$ cat src/rtl/zx_kbd_pkg.sv
`default_nettype none
// ============================================================================
// Module  : zx_kbd_pkg
// Brief   : Decoder states, PS/2 prefix codes and the PS/2-to-ZX matrix map.
// Revision: 1.0
// ============================================================================
package zx_kbd_pkg;

  typedef enum logic [1:0] {
    IDLE   = 2'd0,
    EXT    = 2'd1,
    BRK    = 2'd2,
    EXTBRK = 2'd3
  } dec_state_t;

  localparam logic [7:0] c_code_e0  = 8'hE0;
  localparam logic [7:0] c_code_f0  = 8'hF0;
  localparam logic [7:0] c_code_f1  = 8'h05;
  localparam logic [7:0] c_code_f11 = 8'h78;

  typedef struct packed {
    logic       valid;
    logic [2:0] row;
    logic [2:0] col;
  } key_pos_t;

  typedef struct packed {
    key_pos_t a;
    key_pos_t b;
  } key_pair_t;

  function automatic key_pos_t kp(input int unsigned r, input int unsigned c);
    key_pos_t p;
    p.valid = 1'b1;
    p.row   = 3'(r);
    p.col   = 3'(c);
    return p;
  endfunction

  // Slot b is only used by composite keys; slot a of those is always CapsShift.
  function automatic key_pair_t map_key(input logic [7:0] code, input logic ext);
    key_pair_t m;
    m = '0;
    if (ext) begin
      case (code)
        8'h6B:   begin m.a = kp(0, 0); m.b = kp(3, 4); end
        8'h72:   begin m.a = kp(0, 0); m.b = kp(4, 4); end
        8'h75:   begin m.a = kp(0, 0); m.b = kp(4, 3); end
        8'h74:   begin m.a = kp(0, 0); m.b = kp(4, 2); end
        default: m = '0;
      endcase
    end else begin
      case (code)
        8'h12, 8'h59: m.a = kp(0, 0);
        8'h1A: m.a = kp(0, 1);
        8'h22: m.a = kp(0, 2);
        8'h21: m.a = kp(0, 3);
        8'h2A: m.a = kp(0, 4);
        8'h1C: m.a = kp(1, 0);
        8'h1B: m.a = kp(1, 1);
        8'h23: m.a = kp(1, 2);
        8'h2B: m.a = kp(1, 3);
        8'h34: m.a = kp(1, 4);
        8'h15: m.a = kp(2, 0);
        8'h1D: m.a = kp(2, 1);
        8'h24: m.a = kp(2, 2);
        8'h2D: m.a = kp(2, 3);
        8'h2C: m.a = kp(2, 4);
        8'h16: m.a = kp(3, 0);
        8'h1E: m.a = kp(3, 1);
        8'h26: m.a = kp(3, 2);
        8'h25: m.a = kp(3, 3);
        8'h2E: m.a = kp(3, 4);
        8'h45: m.a = kp(4, 0);
        8'h46: m.a = kp(4, 1);
        8'h3E: m.a = kp(4, 2);
        8'h3D: m.a = kp(4, 3);
        8'h36: m.a = kp(4, 4);
        8'h4D: m.a = kp(5, 0);
        8'h44: m.a = kp(5, 1);
        8'h43: m.a = kp(5, 2);
        8'h3C: m.a = kp(5, 3);
        8'h35: m.a = kp(5, 4);
        8'h5A: m.a = kp(6, 0);
        8'h4B: m.a = kp(6, 1);
        8'h42: m.a = kp(6, 2);
        8'h3B: m.a = kp(6, 3);
        8'h33: m.a = kp(6, 4);
        8'h29: m.a = kp(7, 0);
        8'h14: m.a = kp(7, 1);
        8'h3A: m.a = kp(7, 2);
        8'h31: m.a = kp(7, 3);
        8'h32: m.a = kp(7, 4);
        8'h66:   begin m.a = kp(0, 0); m.b = kp(4, 0); end
        default: m = '0;
      endcase
    end
    return m;
  endfunction

endpackage
`default_nettype wire

$ cat src/rtl/ps2_rx.sv
`default_nettype none
// ============================================================================
// Module  : ps2_rx
// Brief   : PS/2 receiver: sync, clock glitch filter, 11-bit frame, parity, timeout.
// Revision: 1.0
// ============================================================================
module ps2_rx #(
  parameter int FILTER_LEN = 8,
  parameter int TIMEOUT    = 1400
) (
  input  logic       clk_i,
  input  logic       rst_n_i,
  input  logic       ps2_clk_i,
  input  logic       ps2_dat_i,
  output logic [7:0] byte_o,
  output logic       byte_valid_o
);

  localparam int FW = $clog2(FILTER_LEN + 1);
  localparam int TW = $clog2(TIMEOUT + 1);
  localparam logic [FW-1:0] c_filt_last = FW'(FILTER_LEN - 1);
  localparam logic [TW-1:0] c_to_last   = TW'(TIMEOUT - 1);

  logic [1:0]    clk_s_q, dat_s_q;
  logic          filt_q;
  logic [FW-1:0] filt_cnt_q;
  logic [3:0]    bit_cnt_q;
  logic [7:0]    shift_q;
  logic          par_q;
  logic [TW-1:0] to_cnt_q;
  logic          byte_valid_q;
  logic          w_flip;
  logic          w_fall;
  logic          w_dat;

  // The filtered level flips on the FILTER_LEN-th consecutive differing sample.
  assign w_flip = (clk_s_q[1] != filt_q) && (filt_cnt_q == c_filt_last);
  assign w_fall = w_flip && filt_q;
  assign w_dat  = dat_s_q[1];

  always_ff @(posedge clk_i or negedge rst_n_i) begin
    if (!rst_n_i) begin
      clk_s_q      <= 2'b11;
      dat_s_q      <= 2'b11;
      filt_q       <= 1'b1;
      filt_cnt_q   <= '0;
      bit_cnt_q    <= 4'd0;
      shift_q      <= 8'h00;
      par_q        <= 1'b0;
      to_cnt_q     <= '0;
      byte_valid_q <= 1'b0;
    end else begin
      clk_s_q      <= {clk_s_q[0], ps2_clk_i};
      dat_s_q      <= {dat_s_q[0], ps2_dat_i};
      byte_valid_q <= 1'b0;

      if (clk_s_q[1] == filt_q) begin
        filt_cnt_q <= '0;
      end else if (w_flip) begin
        filt_q     <= clk_s_q[1];
        filt_cnt_q <= '0;
      end else begin
        filt_cnt_q <= filt_cnt_q + 1'b1;
      end

      if (w_fall) begin
        to_cnt_q <= '0;
        case (bit_cnt_q)
          4'd0:  if (!w_dat) bit_cnt_q <= 4'd1;
          4'd9:  begin par_q <= w_dat; bit_cnt_q <= 4'd10; end
          4'd10: begin
            bit_cnt_q <= 4'd0;
            if (w_dat && (^shift_q ^ par_q)) byte_valid_q <= 1'b1;
          end
          default: begin
            shift_q   <= {w_dat, shift_q[7:1]};
            bit_cnt_q <= bit_cnt_q + 4'd1;
          end
        endcase
      end else if (bit_cnt_q != 4'd0) begin
        if (to_cnt_q == c_to_last) begin
          bit_cnt_q <= 4'd0;
          to_cnt_q  <= '0;
        end else begin
          to_cnt_q <= to_cnt_q + 1'b1;
        end
      end else begin
        to_cnt_q <= '0;
      end
    end
  end

  assign byte_o       = shift_q;
  assign byte_valid_o = byte_valid_q;

endmodule
`default_nettype wire

$ cat src/rtl/ps2_zx_matrix.sv
`default_nettype none
// ============================================================================
// Module  : ps2_zx_matrix
// Brief   : PS/2 scancode decoder driving the ZX Spectrum 8x5 key matrix readout.
// Revision: 1.0
// ============================================================================
module ps2_zx_matrix
  import zx_kbd_pkg::*;
#(
  parameter int FILTER_LEN = 8,
  parameter int TIMEOUT    = 1400
) (
  input  logic        CLK,
  input  logic        nRESET,
  input  logic        PS2_CLK,
  input  logic        PS2_DAT,
  input  logic [15:0] A,
  output logic [4:0]  KEYB,
  output logic        F11,
  output logic        F1
);

  logic [7:0]       w_byte;
  logic             w_byte_valid;
  dec_state_t       state_q, state_d;
  logic             w_make, w_break, w_ext;
  key_pair_t        w_pair;
  logic [7:0][4:0]  key_q, key_d;
  logic             f1_q, f1_d, f11_q, f11_d;
  logic             w_unused;

  assign w_unused = ^A[7:0];

  ps2_rx #(
    .FILTER_LEN (FILTER_LEN),
    .TIMEOUT    (TIMEOUT)
  ) u_rx (
    .clk_i        (CLK),
    .rst_n_i      (nRESET),
    .ps2_clk_i    (PS2_CLK),
    .ps2_dat_i    (PS2_DAT),
    .byte_o       (w_byte),
    .byte_valid_o (w_byte_valid)
  );

  always_ff @(posedge CLK or negedge nRESET) begin
    if (!nRESET) begin
      state_q <= IDLE;
      key_q   <= '0;
      f1_q    <= 1'b0;
      f11_q   <= 1'b0;
    end else begin
      state_q <= state_d;
      key_q   <= key_d;
      f1_q    <= f1_d;
      f11_q   <= f11_d;
    end
  end

  always_comb begin
    state_d = state_q;
    w_make  = 1'b0;
    w_break = 1'b0;
    w_ext   = 1'b0;
    if (w_byte_valid) begin
      case (state_q)
        IDLE: begin
          if (w_byte == c_code_e0)      state_d = EXT;
          else if (w_byte == c_code_f0) state_d = BRK;
          else begin
            case (w_byte)
              8'hE1, 8'hAA, 8'hFA, 8'hEE, 8'hFE, 8'h00, 8'hFF: w_make = 1'b0;
              default: w_make = 1'b1;
            endcase
          end
        end
        EXT: begin
          if (w_byte == c_code_f0) begin
            state_d = EXTBRK;
          end else begin
            state_d = IDLE;
            // E0 12 / E0 59 are shift states the keyboard fakes around nav keys.
            if (w_byte != 8'h12 && w_byte != 8'h59) begin
              w_make = 1'b1;
              w_ext  = 1'b1;
            end
          end
        end
        BRK: begin
          state_d = IDLE;
          w_break = 1'b1;
        end
        EXTBRK: begin
          state_d = IDLE;
          w_break = 1'b1;
          w_ext   = 1'b1;
        end
        default: state_d = IDLE;
      endcase
    end
  end

  assign w_pair = map_key(w_byte, w_ext);

  always_comb begin
    key_d = key_q;
    f1_d  = f1_q;
    f11_d = f11_q;
    if (w_make || w_break) begin
      if (w_pair.a.valid) key_d[w_pair.a.row][w_pair.a.col] = w_make;
      if (w_pair.b.valid) key_d[w_pair.b.row][w_pair.b.col] = w_make;
      if (!w_ext && w_byte == c_code_f1)  f1_d  = w_make;
      if (!w_ext && w_byte == c_code_f11) f11_d = w_make;
    end
  end

  always_comb begin
    KEYB = 5'b11111;
    for (int r = 0; r < 8; r++) begin
      for (int c = 0; c < 5; c++) begin
        KEYB[c] = KEYB[c] & (A[8+r] | ~key_q[r][c]);
      end
    end
  end

  assign F1  = f1_q;
  assign F11 = f11_q;

endmodule
`default_nettype wire

$ cat config.mk
export PLATFORM = sky130hd
export DESIGN_NAME = ps2_zx_matrix
export DESIGN_NICKNAME = d
export VERILOG_FILES = /design/src/rtl/zx_kbd_pkg.sv /design/src/rtl/ps2_rx.sv /design/src/rtl/ps2_zx_matrix.sv
export SDC_FILE = /design/constraint.sdc
export NUM_CORES = 1
export LEC_CHECK = 0
export CORE_ASPECT_RATIO = 1.25
export CORE_MARGIN = 2
export CORE_UTILIZATION = 40
export CTS_BUF_LIST = sky130_fd_sc_hd__clkbuf_8
export CTS_CLUSTER_SIZE = 14
export DETAILED_ROUTE_END_ITERATION = 12
export PLACE_DENSITY = 0.57
export SLEW_MARGIN = 20
export SYNTH_ARGS = -nofsm -noshare
export SYNTH_HDL_FRONTEND = slang
export SYNTH_HIERARCHICAL = 1
export SYNTH_SLANG_ARGS = --single-unit
$ cat constraint.sdc
create_clock -name CLK -period 3.5 [get_ports CLK]
set_input_delay 0.35 -clock CLK [delete_from_list [all_inputs] [get_ports CLK]]
set_output_delay 0.35 -clock CLK [all_outputs]
set_load 0.01 [all_outputs]
==> results_dict.tcl, run 1 <==
set metrics [dict create \
    status "completed" \
    synth_top_area_share_pct 36.0 \
    start_util_pct 40.4 \
    cts.path.max_buffers 2 \
    ctsResizeCount 0 \
    slowest_delay_ns 0.77 \
    internal_power_uw 1430 \
    slew_headroom_pct 48.9 \
    grt.overflow.total 0 \
    ys.flop_type "dfrtp_1" \
    maxCapViolCount 0 \
    areaGrowthSynthToFinish_pct 13.1 \
    use_met1_pct 24.5 \
    rows 46 \
    p_per_area_nw_per_um2 319 \
    ys_top_cells_by_count "dfrtp_1, nand2_1, inv_1, nor2_1, mux2i_1" \
    numClockSinks 78 \
    cts_tree "done" \
    drive_gt1_share_pct 13.8 \
    p_sw_share_pct 21.7 \
    clkPwrFrac_pct 44.0 \
    yosys_warnings 6 \
    pin_count 27 \
    gp_congestion 0.868 \
    ant_nets 0 \
    syn_area_sq_um 5070 \
    cp_slowest_cell "nor4b_1" \
    syn_nets 588 \
    p_comb_share_pct 4.6 \
    synthDistinctLibCells 84 \
    cts_hold_buf 0 \
    drc_errors 0 \
    crit_fanout 22 \
    fin_setup_tns_ns 0 \
    dieArea_sq_um 13600 \
    die_w_um 105 \
    clock_latency_ns 0.36 \
    cts_buffers 9 \
    placed_area_sq_um 5500 \
    ys_seq_area_share_pct 38.6 \
    drt-wirelength-per-cell_um 16.9 \
    p_sw_uw 398 \
    rrSetupSlack_ns 0.25 \
    yosysTopAreaCell "dfrtp_1" \
    clock_skew_ns 0.0151 \
    finalCritPeriodShare_pct 92.9 \
    use_met2_pct 33.6 \
    synth_most_common_cell "dfrtp_1" \
    grt_pass1_wl_mm 21.5 \
    finalMaxSlewViolations 0 \
    min_path_type "input port to asynchronous set/reset pin" \
    path_clk_slew_ns 0.08 \
    setup_violations 0 \
    root_buffer "clkbuf_8" \
    drt-vias-per-instance 5.74 \
    port_buffers 18 \
    drtIter0Drc 437 \
    final_nets 609 \
    grt_max_degree 79 \
    syn_avg_cell_area_sq_um 9.03 \
    p_seq_share_pct 51.5 \
    synth-edff-count 0 \
    rsz0062_at_grt "no" \
    cts_setup_buffers 0 \
    vias 4342 \
    ir_worst_vdd_v 0.000184 \
    synth.area.top_cells "dfrtp_1, mux2i_1, nand2_1" \
    required_ns 3.74 \
    grt_pass1_vias 4279 \
    cts_max_level 3 \
    start_kind "flip-flop" \
    hold_viol_final 0 \
    grt_antenna_before_repair 0 \
    crit_path_end_kind "flip-flop" \
    synthCells 562 \
    timing.fmax_mhz 307 \
    grt.busiest_layer "met2" \
    ys_seq_elements 78 \
    antenna_cells 0 \
    arrival_ns 3.49 \
    crit_chain "nor4b_1 -> a2bb2oi_1 -> o32ai_1 -> nor4_2 -> a21oi_1 -> nor3b_2 -> nand2_1 -> mux2i_1" \
    final_area_sq_um 5740 \
    tightest_slew_ns 0.756 \
    p_leak_uw 0.00234 \
    gr-usage-all-layers_pct 19.6 \
    dpl.hpwl_mm 9.34 \
    fillers 1280 \
    core_region_area_sq_um 12500 \
    routed_wl_mm 12.7 \
    synthArstFlopShare_pct 100 \
    drtPass1Iterations 6 \
    chipHeight_um 130 \
    grtUsageMet3_pct 2.35 \
    worstSetupPathType "flip-flop to flip-flop" \
    period_minus_slack_ns 3.25 \
]
-- through the flow --
stage	utilization [%]	std cells	setup slack (ns)	total power, uW	hold slack [ns]
final	45.7	756	0.248	1830	0.0145
after global routing	45.7	756	0.00137	1910	0.0758
after detailed placement	43.8	740	0.332	1050	0.349
after global placement	43.8	740	0.395	1040	0.347
after floorplan	-	562	0.794	998	0.0544
after CTS	45.7	756	0.314	1850	0.202
-- power groups by stage --
stage	sequential [uW]	combinational, uW	clock, uW
floorplan	957	40.6	0
global placement	959	82.3	0
detailed placement	961	84.8	0
CTS	943	85.6	825
global route	946	96.6	867
finish	943	83.7	806
-- worst max-delay path: cells and delay by family (launching register included) --
family | cells | cell delay [ns]
AND/OR/NAND/NOR | 4 | 1.54
flip-flops | 1 | 0.63
AO/OA/AOI/OAI | 3 | 0.82
multiplexers | 1 | 0.14
-- per-layer routing --
layer | share of wire, % | vias up
li1 | - | 2074
met1 | 43 | 2105
met2 | 50 | 131
met3 | 3.8 | 32
met4 | 3.5 | 0
met5 | 0 | -
-- logic make-up after synthesis --
group           after synthesis  share of synthesized area (%)
compound gates              124                           17.1
xor+xnor                     22                           4.07
fa+ha+maj                     6                           1.48
buf+inv                      85                           7.33
flops                        78                           38.6
mux                          38                           7.75
simple gates                209                           23.7
-- placed cells by master (no fill, tap or decap), types with 4 or more instances in the layout --
cell,n
mux2i_1,28
buf_4,23
nor2_1,36
a22oi_1,4
nor3_1,12
nand3_1,15
mux2_2,10
o21ai_0,24
a22o_1,4
ha_1,6
nor4_1,12
inv_1,51
a21oi_1,14
o32ai_1,4
nor4b_1,4
or3_1,6
nor3b_1,5
nand4_1,9
o22ai_1,24
clkbuf_8,9
and3_1,4
xor2_1,6
xnor2_1,15
nand2b_1,6
nand2_1,51
a311oi_1,4
nor2b_1,10
clkdlybuf4s50_1,17
dfstp_2,5
o31ai_1,12
dfrtp_1,73
-- area by class of cell --
| cell class | instances | area, sq um | area share (%) |
|---|---|---|---|
| Inverter | 52 | 195 | 3.40 |
| Timing Repair Buffer | 43 | 394 | 6.87 |
| Sequential cell | 78 | 1960 | 34.1 |
| Multi-Input combinational cell | 399 | 2740 | 47.8 |
| Clock inverter | 7 | 115 | 2.01 |
| Tap cell | 168 | 210 | 3.66 |
| Clock buffer | 9 | 124 | 2.16 |
-- worst paths after layout --
path / depth (start not counted) / end / startpoint
max: 8 / key_q[18] / u_rx/byte_o[7]
min: 1 / asynchronous set/reset pin / nRESET
max reg2reg: 8 / key_q[18] / u_rx/byte_o[7]
min reg2reg: 0 / u_rx/clk_s_q[1] / u_rx/clk_s_q[0]
max in group asynchronous: 1 / u_rx/byte_o[4] / nRESET
min in group CLK: 0 / u_rx/clk_s_q[1] / u_rx/clk_s_q[0]
Note: power is estimated with default switching activity, not from simulation.
==> run 2: changes to the inputs <==
- CORE_UTILIZATION: 40 -> 45
- PLACE_DENSITY: 0.57 -> unset
==> run 2 against run 1 <==
Combinational power is 4.4% higher. Largest power group unchanged. Global-route usage rose by 3.2 points. Fmax is 1.6% lower. Power shrank 14%. Hold slack got worse by 0.0076 ns. Worst setup slack got worse by 0.053 ns. Critical path depth did not move. Clock power shrank 32%. Register-to-register slack got worse by 0.05 ns. First-iteration DRC count is 13% lower. Sequential share of layout area increased by 1.0 points.
==> results_dict.tcl, run 2 (same netlist as run 1, synthesis figures left out) <==
set metrics [dict create \
    status "completed" \
    p_leak_uw 0.00229 \
    tightest_slew_ns 0.833 \
    r2r-start "u_rx/byte_o[7]" \
    core_region_area_sq_um 11000 \
    ant_nets 0 \
    rows 43 \
    grt_max_degree 79 \
    m1WireLength_mm 5.43 \
    finalMaxSlewViolations 0 \
    port_buffers 18 \
    ir_worst_vdd_v 0.000189 \
    cts_max_level 3 \
    gr-usage-all-layers_pct 22.9 \
    ctsResizeCount 0 \
    timing.fmax_mhz 303 \
    start_util_pct 46.0 \
    start_kind "flip-flop" \
    grt_pass1_vias 4330 \
    final_nets 606 \
    wl_met3_um 593 \
    fillers 1070 \
    min_path_type "input port to asynchronous set/reset pin" \
    pin_count 27 \
    drt-wirelength-per-cell_um 18.6 \
    numClockSinks 78 \
    die_w_um 99.0 \
    cts_setup_buffers 0 \
    fin_setup_tns_ns 0 \
    drtIter0Drc 382 \
    slew_headroom_pct 43.7 \
    regToRegEndpoint "key_q[0]" \
    chipHeight_um 123 \
    required_ns 3.77 \
    dpl.hpwl_mm 9.70 \
    period_minus_slack_ns 3.31 \
    root_buffer "clkbuf_8" \
    grt.overflow.total 0 \
    vias 4368 \
    drt-vias-per-instance 6.08 \
    areaGrowthSynthToFinish_pct 9.87 \
    rrSetupSlack_ns 0.19 \
    antenna_cells 0 \
    postLayoutCoreUtil_pct 50.5 \
    cts.path.max_buffers 2 \
    wl_met2_mm 6.87 \
    worstSetupPathType "flip-flop to flip-flop" \
    route.top_layer_used "met4" \
    grt_antenna_before_repair 0 \
    path_clk_slew_ns 0.08 \
    grt_pass1_wl_mm 22.0 \
    final_common_cell "dfrtp_1" \
    gp_congestion 0.909 \
    dieArea_sq_um 12100 \
    rsz0062_at_grt "no" \
    clock_skew_ns 0.00753 \
    drc_errors 0 \
    reg2reg_depth 8 \
    cts_hold_buf 0 \
    hold_viol_final 0 \
    drtPass1Iterations 5 \
    clock_latency_ns 0.35 \
    crit_fanout 16 \
    arrival_ns 3.58 \
    cts_buffers 9 \
    finalCritPeriodShare_pct 94.4 \
    routed_wl_mm 13.4 \
    setup_violations 0 \
    cts_tree "done" \
    crit_path_end_kind "flip-flop" \
    layout_common_cells "dfrtp_1, inv_1, nand2_1" \
    p_per_area_nw_per_um2 284 \
    maxCapViolCount 0 \
    drive_gt1_share_pct 12.8 \
]
run 2: changes by cell type in the layout (fill, tap and decap cells not counted), sizes merged:
cell,previous run,this run
buf,26,23
bufinv,3,0
inv,52,54
run 2: cell type report:
| cell class | count | area, sq um | area share (%) |
|---|---|---|---|
| clock buffers | 9 | 124 | 2.22 |
| well taps | 135 | 169 | 3.03 |
| repair buffers | 40 | 359 | 6.44 |
| inverters | 52 | 195 | 3.50 |
| flip-flops and latches | 78 | 1960 | 35.1 |
| clock inverters | 6 | 25.0 | 0.449 |
| multi-input cells | 399 | 2740 | 49.2 |
run 2: critical path: stages (launching register included):
cell      delay, ns
dfrtp_1        0.58
nor4b_1        0.81
a21oi_1        0.15
o21ai_0        0.47
nor4_2         0.17
and4_1         0.24
a22oi_1        0.42
nand3b_1       0.19
mux2i_1        0.19
run 2: routing by layer:
layer / track usage, % / up-vias
met1: 27.1 / 2120
met4: 10.3 / 0
met3: 3.64 / 35
met2: 40.7 / 142
li1: - / 2071
met5: 0 / -
run 2: power breakdown:
part / leakage (uW) / total, uW / internal [uW] / switching, uW
Sequential: 0.00107 / 944 / 927 / 17.0
Clock: 0.0000938 / 551 / 241 / 310
Combinational: 0.00113 / 87.4 / 36.1 / 51.3
run 2: worst max-delay path by stage:
stage | endpoint | cells after the start | start | slack (ns)
finish | key_q[0] | 8 | u_rx/byte_o[7] | 0.19
global route | key_q[0] | 8 | u_rx/byte_o[7] | 0.03
CTS | flip-flop | 8 | u_rx/byte_o[7] | 0.29
detailed placement | flip-flop | 8 | u_rx/byte_o[7] | 0.31
global placement | flip-flop | 8 | u_rx/byte_o[7] | 0.32
floorplan | key_q[21] | 10 | u_rx/byte_o[7] | 0.79
run 2: stage by stage:
stage,worst slack [ns],hold WS [ns],cell area (sq um),instances,total power (uW)
after floorplan,0.794,0.0544,5070,562,998
after global placement,0.324,0.346,5420,704,1040
after detailed placement,0.312,0.351,5420,704,1050
after CTS,0.289,0.199,5570,719,1600
after global routing,0.0252,0.0605,5570,719,1650
final,0.195,0.00692,5570,719,1580
